<file path="config.mk">
export PLATFORM = sky130hd
export DESIGN_NAME = weight_bram_ctrl
export DESIGN_NICKNAME = d
export VERILOG_FILES = /design/src/rtl/ann_pkg.sv /design/src/rtl/weight_bram_ctrl.sv
export SDC_FILE = /design/constraint.sdc
export NUM_CORES = 1
export LEC_CHECK = 0
export BUFFER_PORTS_ARGS = -buffer_cell sky130_fd_sc_hd__buf_2
export CAP_MARGIN = 20
export CELL_PAD_IN_SITES_DETAIL_PLACEMENT = 2
export CELL_PAD_IN_SITES_GLOBAL_PLACEMENT = 2
export CORE_UTILIZATION = 26
export CTS_CLUSTER_DIAMETER = 200
export DETAILED_ROUTE_END_ITERATION = 16
export PLACE_DENSITY_LB_ADDON = 0.08
export RECOVER_POWER = 100
export SYNTH_ARGS = -nofsm -noshare
export SYNTH_HDL_FRONTEND = slang
export SYNTH_SLANG_ARGS = --single-unit
</file>
<file path="constraint.sdc">
create_clock -name CLK -period 2.3 [get_ports CLK]
set_input_delay 0.46 -clock CLK [delete_from_list [all_inputs] [get_ports CLK]]
set_output_delay 0.46 -clock CLK [all_outputs]
set_load 0.005 [all_outputs]
</file>
<file path="src/rtl/ann_pkg.sv">
// Shared ANN definitions: default weight-memory geometry and the weight BRAM
// controller state encoding.
package ann_pkg;

  localparam int ANN_DEPTH = 28;
  localparam int ANN_AW    = 5;
  localparam int ANN_DW    = 16;

  typedef enum logic [1:0] {
    ST_IDLE  = 2'd0,
    ST_LOAD  = 2'd1,
    ST_READ  = 2'd2,
    ST_DRAIN = 2'd3
  } wbc_state_t;

endpackage

</file>
<file path="src/rtl/weight_bram_ctrl.sv">
// Weight BRAM controller: streams a DEPTH-word weight load into the neuron BRAM
// and replays it as a gapless DEPTH-word read pass toward the MAC.
module weight_bram_ctrl
  import ann_pkg::*;
#(
  parameter int DEPTH = ANN_DEPTH,
  parameter int AW    = ANN_AW,
  parameter int DW    = ANN_DW
) (
  input  logic          CLK,
  input  logic          RST,
  input  logic          LD_START,
  input  logic          LD_VALID,
  input  logic [DW-1:0] LD_DATA,
  output logic          LD_READY,
  input  logic          RD_START,
  output logic          W_VALID,
  output logic [DW-1:0] W_DATA,
  output logic          W_LAST,
  output logic          BUSY,
  output logic          DONE,
  output logic [AW-1:0] BRAM_ADDR,
  output logic [DW-1:0] BRAM_DI,
  output logic          BRAM_EN,
  output logic          BRAM_WE,
  input  logic [DW-1:0] BRAM_DO
);

  localparam logic [AW-1:0] LAST_ADDR = AW'(DEPTH - 1);

  wbc_state_t    r_state;
  logic [AW-1:0] r_wr_cnt;
  logic [AW-1:0] r_rd_cnt;
  logic          r_ld_ready;
  logic          r_busy;
  logic          r_w_valid;
  logic          r_w_last;
  logic          r_rd_done;
  logic [DW-1:0] r_w_data;

  logic          w_wr;
  logic          w_rd;
  logic          w_ld_done;

  // Writes complete in the handshake cycle, so the strobes follow LD_VALID directly.
  assign w_wr      = (r_state == ST_LOAD) && LD_VALID;
  assign w_rd      = (r_state == ST_READ);
  assign w_ld_done = w_wr && (r_wr_cnt == LAST_ADDR);

  assign BRAM_EN   = w_wr || w_rd;
  assign BRAM_WE   = w_wr;
  assign BRAM_ADDR = w_wr ? r_wr_cnt : (w_rd ? r_rd_cnt : '0);
  assign BRAM_DI   = w_wr ? LD_DATA : '0;

  assign LD_READY  = r_ld_ready;
  assign BUSY      = r_busy;
  assign W_VALID   = r_w_valid;
  assign W_DATA    = r_w_data;
  assign W_LAST    = r_w_last;
  assign DONE      = r_rd_done || w_ld_done;

  always_ff @(posedge CLK or posedge RST) begin
    if (RST) begin
      r_state    <= ST_IDLE;
      r_wr_cnt   <= '0;
      r_rd_cnt   <= '0;
      r_ld_ready <= 1'b0;
      r_busy     <= 1'b0;
      r_w_valid  <= 1'b0;
      r_w_last   <= 1'b0;
      r_rd_done  <= 1'b0;
      r_w_data   <= '0;
    end else begin
      r_w_valid <= 1'b0;
      r_w_last  <= 1'b0;
      r_rd_done <= 1'b0;
      case (r_state)
        ST_IDLE: begin
          if (LD_START) begin
            r_state    <= ST_LOAD;
            r_ld_ready <= 1'b1;
            r_busy     <= 1'b1;
            r_wr_cnt   <= '0;
          end else if (RD_START) begin
            r_state  <= ST_READ;
            r_busy   <= 1'b1;
            r_rd_cnt <= '0;
          end
        end
        ST_LOAD: begin
          if (w_wr) begin
            if (r_wr_cnt == LAST_ADDR) begin
              r_state    <= ST_IDLE;
              r_wr_cnt   <= '0;
              r_ld_ready <= 1'b0;
              r_busy     <= 1'b0;
            end else begin
              r_wr_cnt <= r_wr_cnt + 1'b1;
            end
          end
        end
        ST_READ: begin
          // BRAM_DO was read on the preceding negedge for the address issued this cycle.
          r_w_valid <= 1'b1;
          r_w_data  <= BRAM_DO;
          if (r_rd_cnt == LAST_ADDR) begin
            r_state   <= ST_DRAIN;
            r_rd_cnt  <= '0;
            r_w_last  <= 1'b1;
            r_rd_done <= 1'b1;
          end else begin
            r_rd_cnt <= r_rd_cnt + 1'b1;
          end
        end
        ST_DRAIN: begin
          r_state <= ST_IDLE;
          r_busy  <= 1'b0;
        end
        default: begin
          r_state    <= ST_IDLE;
          r_ld_ready <= 1'b0;
          r_busy     <= 1'b0;
        end
      endcase
    end
  end

endmodule
</file>
; Word-level counts from Yosys, hierarchy flattened
; Index checks and enable logic that the tools add are counted.
[word_totals]
regBits = 32
input_bits = 37
out_inout_bits = 44
elab_cells = 62
[classes]
add_sub_neg = 2
n_eq_ne = 12
mux = 27
reduce_logical = 13
[ops]
columns = op, n
row1 = $mux 5, 8
row2 = $pmux 5 s2, 2
row3 = $mux 16, 1
row4 = $reduce_and 4->1, 3
row5 = $add 5x1->5 const B, 2
row6 = $eq 5x5->1 const B, 2
row7 = $mux 2, 5
row8 = $mux 1, 8
row9 = $ne 2x2->1 const B, 4
row10 = $pmux 2 s4, 1
row11 = $reduce_and 3->1, 2
row12 = $eq 2x2->1 const B, 2
row13 = $ne 2x1->1 const B, 2
row14 = $reduce_bool 2->1, 2
row15 = $ne 3x3->1 const B, 1
row16 = $pmux 1 s3, 1
row17 = $reduce_bool 3->1, 1
row18 = $eq 2x1->1 const B, 1
row19 = $logic_and 1x1->1, 2
row20 = $logic_not 2->1, 1
row21 = $logic_or 1x1->1, 2
row22 = $pmux 1 s2, 1

; Depth between registers and ports, before layout
; Gate-level depths: netlist of run 1.
[logic_depth]
ltp_word = 4
mapped_depth = 6
ltp_nobuf = 5

; Least setup slack after synthesis of run 1
; OpenSTA, ideal clock, no wires.
[synth_path]
path_kind = flip-flop to output port
from = reg r_wr_cnt[0]
to = out DONE
t_arrival_ns = 1.165
required_ns = 1.840
slack_ns = 0.675
stages_incl_launch_ff = 5
n_path_buf = 1
cell_sequence = dfrtp_1 -> ha_1 -> and4b_1 -> buf_6 -> a21o_2
[synth_via]
elab_chain_len = 3
[synth_lines]
columns = element, line_no
row1 = start: declaration, weight_bram_ctrl.sv:32  ; logic [AW-1:0] r_wr_cnt;
row2 = start signal: assignment, weight_bram_ctrl.sv:98  ; r_wr_cnt <= r_wr_cnt + 1'b1;
row3 = $eq 5x5->1, weight_bram_ctrl.sv:48  ; assign w_ld_done = w_wr && (r_wr_cnt == LAST_ADDR);
row4 = $logic_and 1x1->1, weight_bram_ctrl.sv:48
row5 = $logic_or 1x1->1, weight_bram_ctrl.sv:60  ; assign DONE = r_rd_done || w_ld_done;
row6 = end: declaration, weight_bram_ctrl.sv:21  ; output logic DONE,
; No other way between the ends.

; Worst setup path in the final report of run 1
[layout_path]
from = reg r_state[0]
to = out BRAM_DI[5]
[layout_via]
elab_chain_len = 3
[layout_lines]
columns = element, line_no
row1 = start: declaration, weight_bram_ctrl.sv:31  ; wbc_state_t r_state;
row2 = start signal: assignment, weight_bram_ctrl.sv:64  ; r_state <= ST_IDLE;
row3 = start signal: assignment, weight_bram_ctrl.sv:80  ; r_state <= ST_LOAD;
row4 = start signal: assignment, weight_bram_ctrl.sv:85  ; r_state <= ST_READ;
row5 = $eq 2x1->1, weight_bram_ctrl.sv:46  ; assign w_wr = (r_state == ST_LOAD) && LD_VALID;
row6 = $logic_and 1x1->1, weight_bram_ctrl.sv:46
row7 = $mux 16, weight_bram_ctrl.sv:53  ; assign BRAM_DI = w_wr ? LD_DATA : '0;
row8 = end: declaration, weight_bram_ctrl.sv:23  ; output logic [DW-1:0] BRAM_DI,
; No other way between the ends.

==> flow_summary.yaml, run 1 <==
sta:
  min_period_ns: 2.09
  hold_viol: 0
  finalSetupViolCount: 0
  period_share: 0.908
  slew_viol_final: 33
  fmax_ghz: 0.479
  finalClockSkew_ns: 0.00736
  tightest_slew_ns: 1.76
  fin_hold_ws_ns: 0.360
  finalSetupTns_ns: 0
  maxSlewHeadroom: -0.172
  rsz0062_at_grt: "false"
synthesis:
  synth_nets: 211
  synth_cell_types: 28
  synth_area_per_cell_sq_um: 8.93
  synthMuxAreaShare: 0.00733
  synthSimpleGateAreaFrac: 0.271
  ys.warnings.count: 0
  synth_top_family_by_area: "simple AND/OR/NAND/NOR gates"
  synthAdderAreaFrac: 0.0163
  synthCells: 172
  yosysSeqAreaShare: 0.522
  synth_compound_area_frac: 0.134
  syn_area_sq_um: 1540
  ys_ff_latch: 32
  synth_xor_area_frac: 0.00570
global_routing:
  grt_antenna_before_repair: 0
  grt_first_pass_wirelength_mm: 7.57
  grt_max_degree: 33
  grt_use_total: 0.157
  grt_pass1_vias: 1529
  gr-total-overflow: 0
floorplan:
  initial_core_util: 0.274
  die_height_microns: 78.8
  core_sq_um: 5610
  dieArea_sq_um: 6220
  io_pins: 81
  die_w_microns: 78.8
  rows: 27
setup_path:
  cp_cell_sequence: "nand3_1 -> inv_2 -> and2_1 -> clkbuf_1"
  critPathRequiredTime_ns: 1.84
  crit_fanout: 25
  cp-end-kind: "primary output"
  critPathArrivalTime_ns: 1.63
  critical_path_buf_inv_count: 2
  cpMaxStageDelayCell: "dfrtp_1"
  start_kind: "flip-flop"
  cp_top_family: "flip-flops"
  worst-setup-path-type: "flip-flop to primary output"
  slowest_delay_ns: 0.52
detailed_routing:
  ant_nets: 0
  firstDrtPassIters: 3
  wl_per_cell_microns: 13.9
  wl_mm: 4.53
  drc: 0
  vias_per_cell: 4.66
  vias: 1523
  dr.first_iter.drc_count: 16
placed_design:
  place_hpwl_mm: 3.38
  gp_congestion: 0.734
  dp.cells: 319
  place_area_sq_um: 2000
  io_buffers: 80
finish:
  ff_latch_area_sq_um: 801
  final_core_util: 0.367
  final_nets: 293
  antenna_cells: 0
  syn2layout_area_growth_pct: 34.2
  drive_gt1_frac: 0.275
  final_cell_area_sq_um: 2060
  final_cells: 327
  multiInputGateArea_sq_um: 667
  final.fill_count: 694
power:
  clkPwrFrac: 0.284
  power_frac_seq: 0.491
  netSwitchingFraction: 0.311
  irDropWorstVdd_v: 0.000315
  p_sw_w: 0.000492
  p_comb_frac: 0.225
  p_per_area_nw_per_um2: 769
  p_int_w: 0.00109
  static-leakage-power_nw: 1.08
outcome:
  outcome: "complete, but fails checks"
  violations: "capacitance limit, slew limit"
cts:
  cts_tree: "yes"
  clock-sinks: 32
  clock_latency_ns: 0.28
  clkTransAtPathRegs_ns: 0.07
  cts_max_path_buffers: 2
  h-tree-depth: 2
  post-cts-setup-buffers: 0
  post_cts_resized: 0
  cts_root_buffer: "clkbuf_8"
  cts_inserted_buffers: 5
  cts_hold_buf: 0
flow_run:
  cap_violations: 1
hold_path:
  hold_class: "input port to flip-flop"
[worst paths after layout]
kind | depth (start not counted) | slack [ns] | start | to
worst max-delay path | 4 | 0.21 | r_state[0] | BRAM_DI[5]
worst min-delay path | 3 | 0.36 | BRAM_DO[0] | W_DATA[0]
worst max register to register | 5 | 0.68 | r_wr_cnt[0] | BUSY
worst min register to register | 2 | 0.48 | W_DATA[5] | W_DATA[5]
max in group asynchronous | 3 | 0.49 | RST | W_DATA[1]
min in group asynchronous | 3 | 0.78 | RST | W_DATA[13]
[layer usage]
metal | vias up | global-route usage | wire, microns
met5 | - | 0 | 0
met4 | 0 | 0.0491 | 58
met3 | 6 | 0.0540 | 343
met2 | 51 | 0.258 | 2150
met1 | 735 | 0.192 | 1980
li1 | 731 | - | -
[layout by cell type (no fill, tap or decap), types with 2 or more instances in the layout]
master	n
a21o_2	2
and2_1	10
inv_1	4
a21oi_1	4
nor2_1	5
clkinv_2	2
nand2b_1	3
buf_4	2
nand4_1	3
nand3_1	5
clkbuf_8	6
ha_1	2
o21ai_0	12
a22o_1	6
o31ai_1	2
clkbuf_1	26
buf_2	55
inv_2	2
dfrtp_1	32
and2_0	6
a21o_1	2
nand2_1	56
[layout make-up]
| cell class | count | area share |
|---|---|---|
| flip-flops and latches | 32 | 0.389 |
| multi-input cells | 126 | 0.324 |
| repair buffers | 83 | 0.188 |
| well taps | 72 | 0.0437 |
| clock buffers | 6 | 0.0401 |
| inverters | 6 | 0.0109 |
| clock inverters | 2 | 0.00486 |
[flip-flops by register name, indices dropped and copies added, names as in the netlist]
| signal | flops |
|---|---|
| LD_READY | 1 |
| r_rd_cnt | 5 |
| BUSY | 1 |
| r_rd_done | 1 |
| W_DATA | 16 |
| W_VALID | 1 |
| r_wr_cnt | 5 |
| r_state | 2 |
[logic make-up after synthesis]
family                   after synthesis
AO/OA/AOI/OAI                         31
XOR/XNOR                               1
adder cells (fa/ha/maj)                2
buffers and inverters                 14
flip-flops                            32
multiplexers                           1
AND/OR/NAND/NOR                       91
[cells in the mapped netlist]
cell       n  area (sq um)
nand2_1   56           210
dfrtp_1   32           801
and2_1    16           100
o21ai_0   11          55.1
a22o_1     6          52.6
buf_2      6          30.0
nand3_1    5          25.0
nor2_1     5          18.8
a21oi_1    4          20.0
inv_1      3          11.3
inv_2      3          11.3
nand2b_1   3          18.8
nand4_1    3          18.8
a21o_1     2          15.0
a21o_2     2          17.5
ha_1       2          25.0
o31ai_1    2          15.0
a22oi_1    1          7.51
a311oi_1   1          8.76
and4b_1    1          10.0
buf_6      1          11.3
clkbuf_1   1          3.75
mux2_2     1          11.3
nand4b_1   1          8.76
nor3_1     1          5.00
o21ai_1    1          5.00
o311a_1    1          10.0
xor2_1     1          8.76
[power by group through the flow]
stage	combinational, W	sequential [W]	clock, W
after floorplan	0.000193	0.000773	0
after global placement	0.000376	0.000787	0
after detailed placement	0.000388	0.000788	0
after CTS	0.000389	0.000780	0.000469
after global routing	0.000413	0.000798	0.000490
final	0.000356	0.000778	0.000450
[tightest hold or removal path, cell delays in order]
cell     delay [ns]
buf_2          0.07
nand2_1        0.04
nand2_1        0.04
[through the flow]
stage	power, W	setup WS (ns)
4_1_cts	0.00164	0.193
5_1_grt	0.00170	0.0581
6_report	0.00158	0.212
2_1_floorplan	0.000966	0.675
3_5_place_dp	0.00118	0.471
3_3_place_gp	0.00116	0.456
Note: power is estimated with default switching activity, not from simulation.
==> run 2: changes to the inputs <==
- SETUP_SLACK_MARGIN: not set -> 0.4
==> flow_summary.yaml, run 2 (same netlist as run 1, synthesis figures left out) <==
finish:
  largest_reg_flops: 16
  final_nets: 311
  final.fill_count: 680
  final_common_cell: "buf_2"
  final_core_util: 0.398
  syn2layout_area_growth_pct: 45.4
  final_cells: 345
  final_cell_mix: "buf_2 (58), nand2_1 (56), dfrtp_1 (31)"
  drive_gt1_frac: 0.352
  antenna_cells: 0
detailed_routing:
  dr.first_iter.drc_count: 54
  ant_nets: 0
  firstDrtPassIters: 4
  met2WireLength_mm: 2.56
  wl_met1_mm: 2.13
  highest_layer: "met4"
  wl_met3_microns: 322
  wl_mm: 5.08
  drc: 0
  vias_per_cell: 4.66
  wl_per_cell_microns: 14.7
  vias: 1607
placed_design:
  dp.cells: 319
  place_hpwl_mm: 3.38
  gp_congestion: 0.734
  io_buffers: 80
sta:
  fin_hold_ws_ns: 0.248
  rsz0062_at_grt: "true"
  fmax_ghz: 0.496
  finalSetupTns_ns: 0
  finalClockSkew_ns: 0.00599
  tightest_slew_ns: 0.420
  slew_viol_final: 0
  period_share: 0.876
  hold_viol: 0
  min_period_ns: 2.02
  maxSlewHeadroom: 0.720
  finalSetupViolCount: 0
floorplan:
  initial_core_util: 0.274
  core_sq_um: 5610
  die_height_microns: 78.8
  dieArea_sq_um: 6220
  die_w_microns: 78.8
  io_pins: 81
  rows: 27
cts:
  cts_max_path_buffers: 2
  clkTransAtPathRegs_ns: 0.07
  clock-sinks: 32
  cts_inserted_buffers: 5
  cts_root_buffer: "clkbuf_8"
  clock_latency_ns: 0.28
  cts_tree: "yes"
  h-tree-depth: 2
power:
  power_frac_seq: 0.461
  netSwitchingFraction: 0.311
  clkPwrFrac: 0.269
  p_int_w: 0.00114
  p_comb_frac: 0.270
  irDropWorstVdd_v: 0.000320
  p_sw_w: 0.000515
  static-leakage-power_nw: 1.18
  p_total_w: 0.00166
  p_per_area_nw_per_um2: 744
setup_path:
  r2r_end: "r_rd_cnt[3]"
  slowest_delay_ns: 0.44
  start_kind: "flip-flop"
  critPathRequiredTime_ns: 1.84
  crit_fanout: 6
  r2r-start: "r_state[0]"
  critPathArrivalTime_ns: 1.56
  cp-end-kind: "primary output"
  cpMaxStageDelayCell: "dfrtp_1"
  worst-setup-path-type: "flip-flop to primary output"
  r2r_slack_ns: 0.67
  cp_cell_sequence: "clkbuf_4 -> nand2b_1 -> inv_4 -> a22o_1 -> buf_2"
  reg2reg_depth: 6
global_routing:
  grt_max_degree: 33
  grt_pass1_vias: 1653
  grt_first_pass_wirelength_mm: 8.38
  gr-total-overflow: 0
  grt_antenna_before_repair: 0
  grt_use_total: 0.174
hold_path:
  hold_class: "input port to asynchronous set/reset pin"
outcome:
  outcome: "finished, final reports clean"
flow_run:
  cap_violations: 0
## run 2: area by class of cell
class | instances | area, sq um | share of cell area
repair inverters | 1 | 5.00 | 0.00224
multi-input cells | 126 | 686 | 0.307
repair buffers | 100 | 527 | 0.236
clock buffers | 6 | 82.6 | 0.0370
inverters | 6 | 30.0 | 0.0135
clock inverters | 2 | 10.0 | 0.00448
well taps | 72 | 90.1 | 0.0404
flip-flops and latches | 32 | 802 | 0.359
## run 2: metal layers
| metal | global-route usage | up-vias |
|---|---|---|
| met2 | 0.302 | 51 |
| met4 | 0.0491 | 0 |
| met3 | 0.0517 | 6 |
| li1 | - | 768 |
| met1 | 0.208 | 782 |
| met5 | 0 | - |
## run 2: worst max-delay path by stage
| stage | cells past startpoint | end | start | slack (ns) |
|---|---|---|---|---|
| after floorplan | 4 | DONE | r_wr_cnt[0] | 0.68 |
| after global placement | 5 | BRAM_ADDR[3] | LD_VALID | 0.46 |
| after detailed placement | 5 | BRAM_DI[3] | LD_VALID | 0.47 |
| after CTS | 5 | BRAM_ADDR[2] | r_state[1] | 0.39 |
| after global routing | 6 | BRAM_DI[9] | r_state[1] | 0.19 |
| final | 5 | BRAM_ADDR[2] | r_state[0] | 0.28 |
## run 2: power groups by stage
stage	clock (W)	combinational [W]	sequential (W)
floorplan	0	0.000193	0.000773
global placement	0	0.000376	0.000787
detailed placement	0	0.000388	0.000788
CTS	0.000469	0.000455	0.000766
global route	0.000490	0.000510	0.000783
finish	0.000446	0.000448	0.000765
## run 2: metrics by stage
stage               instance area (sq um)  setup slack (ns)
global placement                     2000             0.456
detailed placement                   2000             0.471
global route                         2230             0.194
floorplan                            1540             0.675
CTS                                  2210             0.389
finish                               2230             0.285
## run 2: repair_timing
action / in CTS / in global routing
gates cloned: 1 / 0
hold buffers: 0 / 0
setup endpoints to repair: 24 / 14
setup buffers: 11 / 6
pin swaps: 0 / 1
resized for setup: 10 / 8
## run 2: critical path: cells and delay by family (launching register included)
family | cells | cell delay, ns
AO/OA/AOI/OAI | 1 | 0.24
buffers and inverters | 3 | 0.37
AND/OR/NAND/NOR | 1 | 0.22
flip-flops | 1 | 0.44
==> run 3: changes to the inputs <==
- REMOVE_ABC_BUFFERS: not set -> 1
==> flow_summary.yaml, run 3 (same netlist as run 1, synthesis figures left out) <==
sta:
  finalSetupViolCount: 0
  fmax_ghz: 0.499
  hold_viol: 0
  finalSetupTns_ns: 0
  min_period_ns: 2.00
  maxSlewHeadroom: 0.693
  period_share: 0.872
  slew_viol_final: 0
  finalWorstSetupSlack_ns: 0.295
  tightest_slew_ns: 0.460
  rsz0062_at_grt: "true"
  fin_hold_ws_ns: 0.271
  finalClockSkew_ns: 0.00402
detailed_routing:
  vias_per_cell: 4.60
  firstDrtPassIters: 4
  ant_nets: 0
  vias: 1577
  drc: 0
  dr.first_iter.drc_count: 37
  wl_mm: 5.24
  wl_per_cell_microns: 15.3
floorplan:
  rows: 27
  core_sq_um: 5610
  dieArea_sq_um: 6220
  die_height_microns: 78.8
  initial_core_util: 0.274
  die_w_microns: 78.8
  io_pins: 81
setup_path:
  crit_fanout: 4
  r2r_slack_ns: 0.58
  worst-setup-path-type: "flip-flop to primary output"
  cp-end-kind: "primary output"
  critPathRequiredTime_ns: 1.84
  critPathArrivalTime_ns: 1.54
  start_kind: "flip-flop"
placed_design:
  gp_congestion: 0.727
  io_buffers: 80
  dp.cells: 319
  place_hpwl_mm: 3.52
  place_area_sq_um: 2000
  dp_slack_ns: 0.503
cts:
  cts_root_buffer: "clkbuf_8"
  h-tree-depth: 2
  cts_inserted_buffers: 5
  cts_tree: "yes"
  cts_max_path_buffers: 2
  clkTransAtPathRegs_ns: 0.07
  clock-sinks: 32
  clock_latency_ns: 0.28
  cts_hold_buf: 0
finish:
  final_nets: 309
  final.fill_count: 685
  antenna_cells: 0
  largest_reg_flops: 16
  multiInputGateArea_sq_um: 681
  ff_latch_area_sq_um: 801
  syn2layout_area_growth_pct: 44.1
  final_cell_mix: "buf_2 (67), nand2_1 (56), dfrtp_1 (32)"
  final_cells: 343
  drive_gt1_frac: 0.347
  final_cell_area_sq_um: 2210
  final_common_cell: "buf_2"
global_routing:
  grt_first_pass_wirelength_mm: 8.64
  gr-total-overflow: 0
  grt_max_degree: 33
  grt_antenna_before_repair: 0
  grt_use_total: 0.180
  grt_pass1_vias: 1736
power:
  irDropWorstVdd_v: 0.000400
  static-leakage-power_nw: 1.18
  p_per_area_nw_per_um2: 787
flow_run:
  cap_violations: 0
hold_path:
  hold_class: "input port to asynchronous set/reset pin"
outcome:
  outcome: "finished, final reports clean"
[run 3: final timing paths]
path,startpoint,to,cells past startpoint
setup / recovery,r_state[1],BRAM_DI[3],6
hold / removal,RST,W_DATA[13],3
setup reg to reg,r_state[1],r_rd_cnt[0],6
hold reg to reg,W_DATA[8],W_DATA[8],2
max in group asynchronous,RST,W_DATA[11],3
min in group CLK,BRAM_DO[3],W_DATA[3],3
[run 3: routing by layer]
layer / up-vias / GRT usage / wire length (microns)
met2: 28 / 0.329 / 2770
li1: 770 / - / -
met5: - / 0 / 0
met3: 5 / 0.0322 / 166
met4: 0 / 0.0545 / 45
met1: 774 / 0.215 / 2260
[run 3: report_power, final]
part	internal, W	total (W)	switching [W]
Clock	0.000321	0.000532	0.000211
Combinational	0.000225	0.000443	0.000218
Sequential	0.000678	0.000765	0.0000873
[run 3: critical path, stage by stage (launching register included)]
cell and delay, ns:
dfrtp_1 0.38, inv_1 0.16, nand3_4 0.13, clkinvlp_2 0.15, clkbuf_1 0.15, and2_0 0.15
buf_2 0.12
[run 3: area by class of cell]
| type | count | area share |
|---|---|---|
| Clock buffer | 6 | 0.0328 |
| Clock inverter | 2 | 0.0158 |
| Inverter | 6 | 0.0124 |
| Multi-Input combinational cell | 126 | 0.308 |
| Sequential cell | 32 | 0.362 |
| Tap cell | 72 | 0.0407 |
| Timing Repair Buffer | 98 | 0.226 |
| Timing Repair inverter | 1 | 0.00226 |
[run 3: through the flow]
step / utilization / power, W
6_report: 0.394 / 0.00174
5_1_grt: 0.394 / 0.00187
4_1_cts: 0.397 / 0.00176
3_5_place_dp: 0.357 / 0.00118
3_3_place_gp: 0.357 / 0.00116
2_1_floorplan: - / 0.000962
[run 3: timing repair]
| action | in CTS | in global routing |
|---|---|---|
| gates resized for setup | 9 | 3 |
| cloned | 1 | 0 |
| buffers inserted | 11 | 4 |
| setup endpoints to repair | 24 | 14 |
| pin swaps | 0 | 1 |
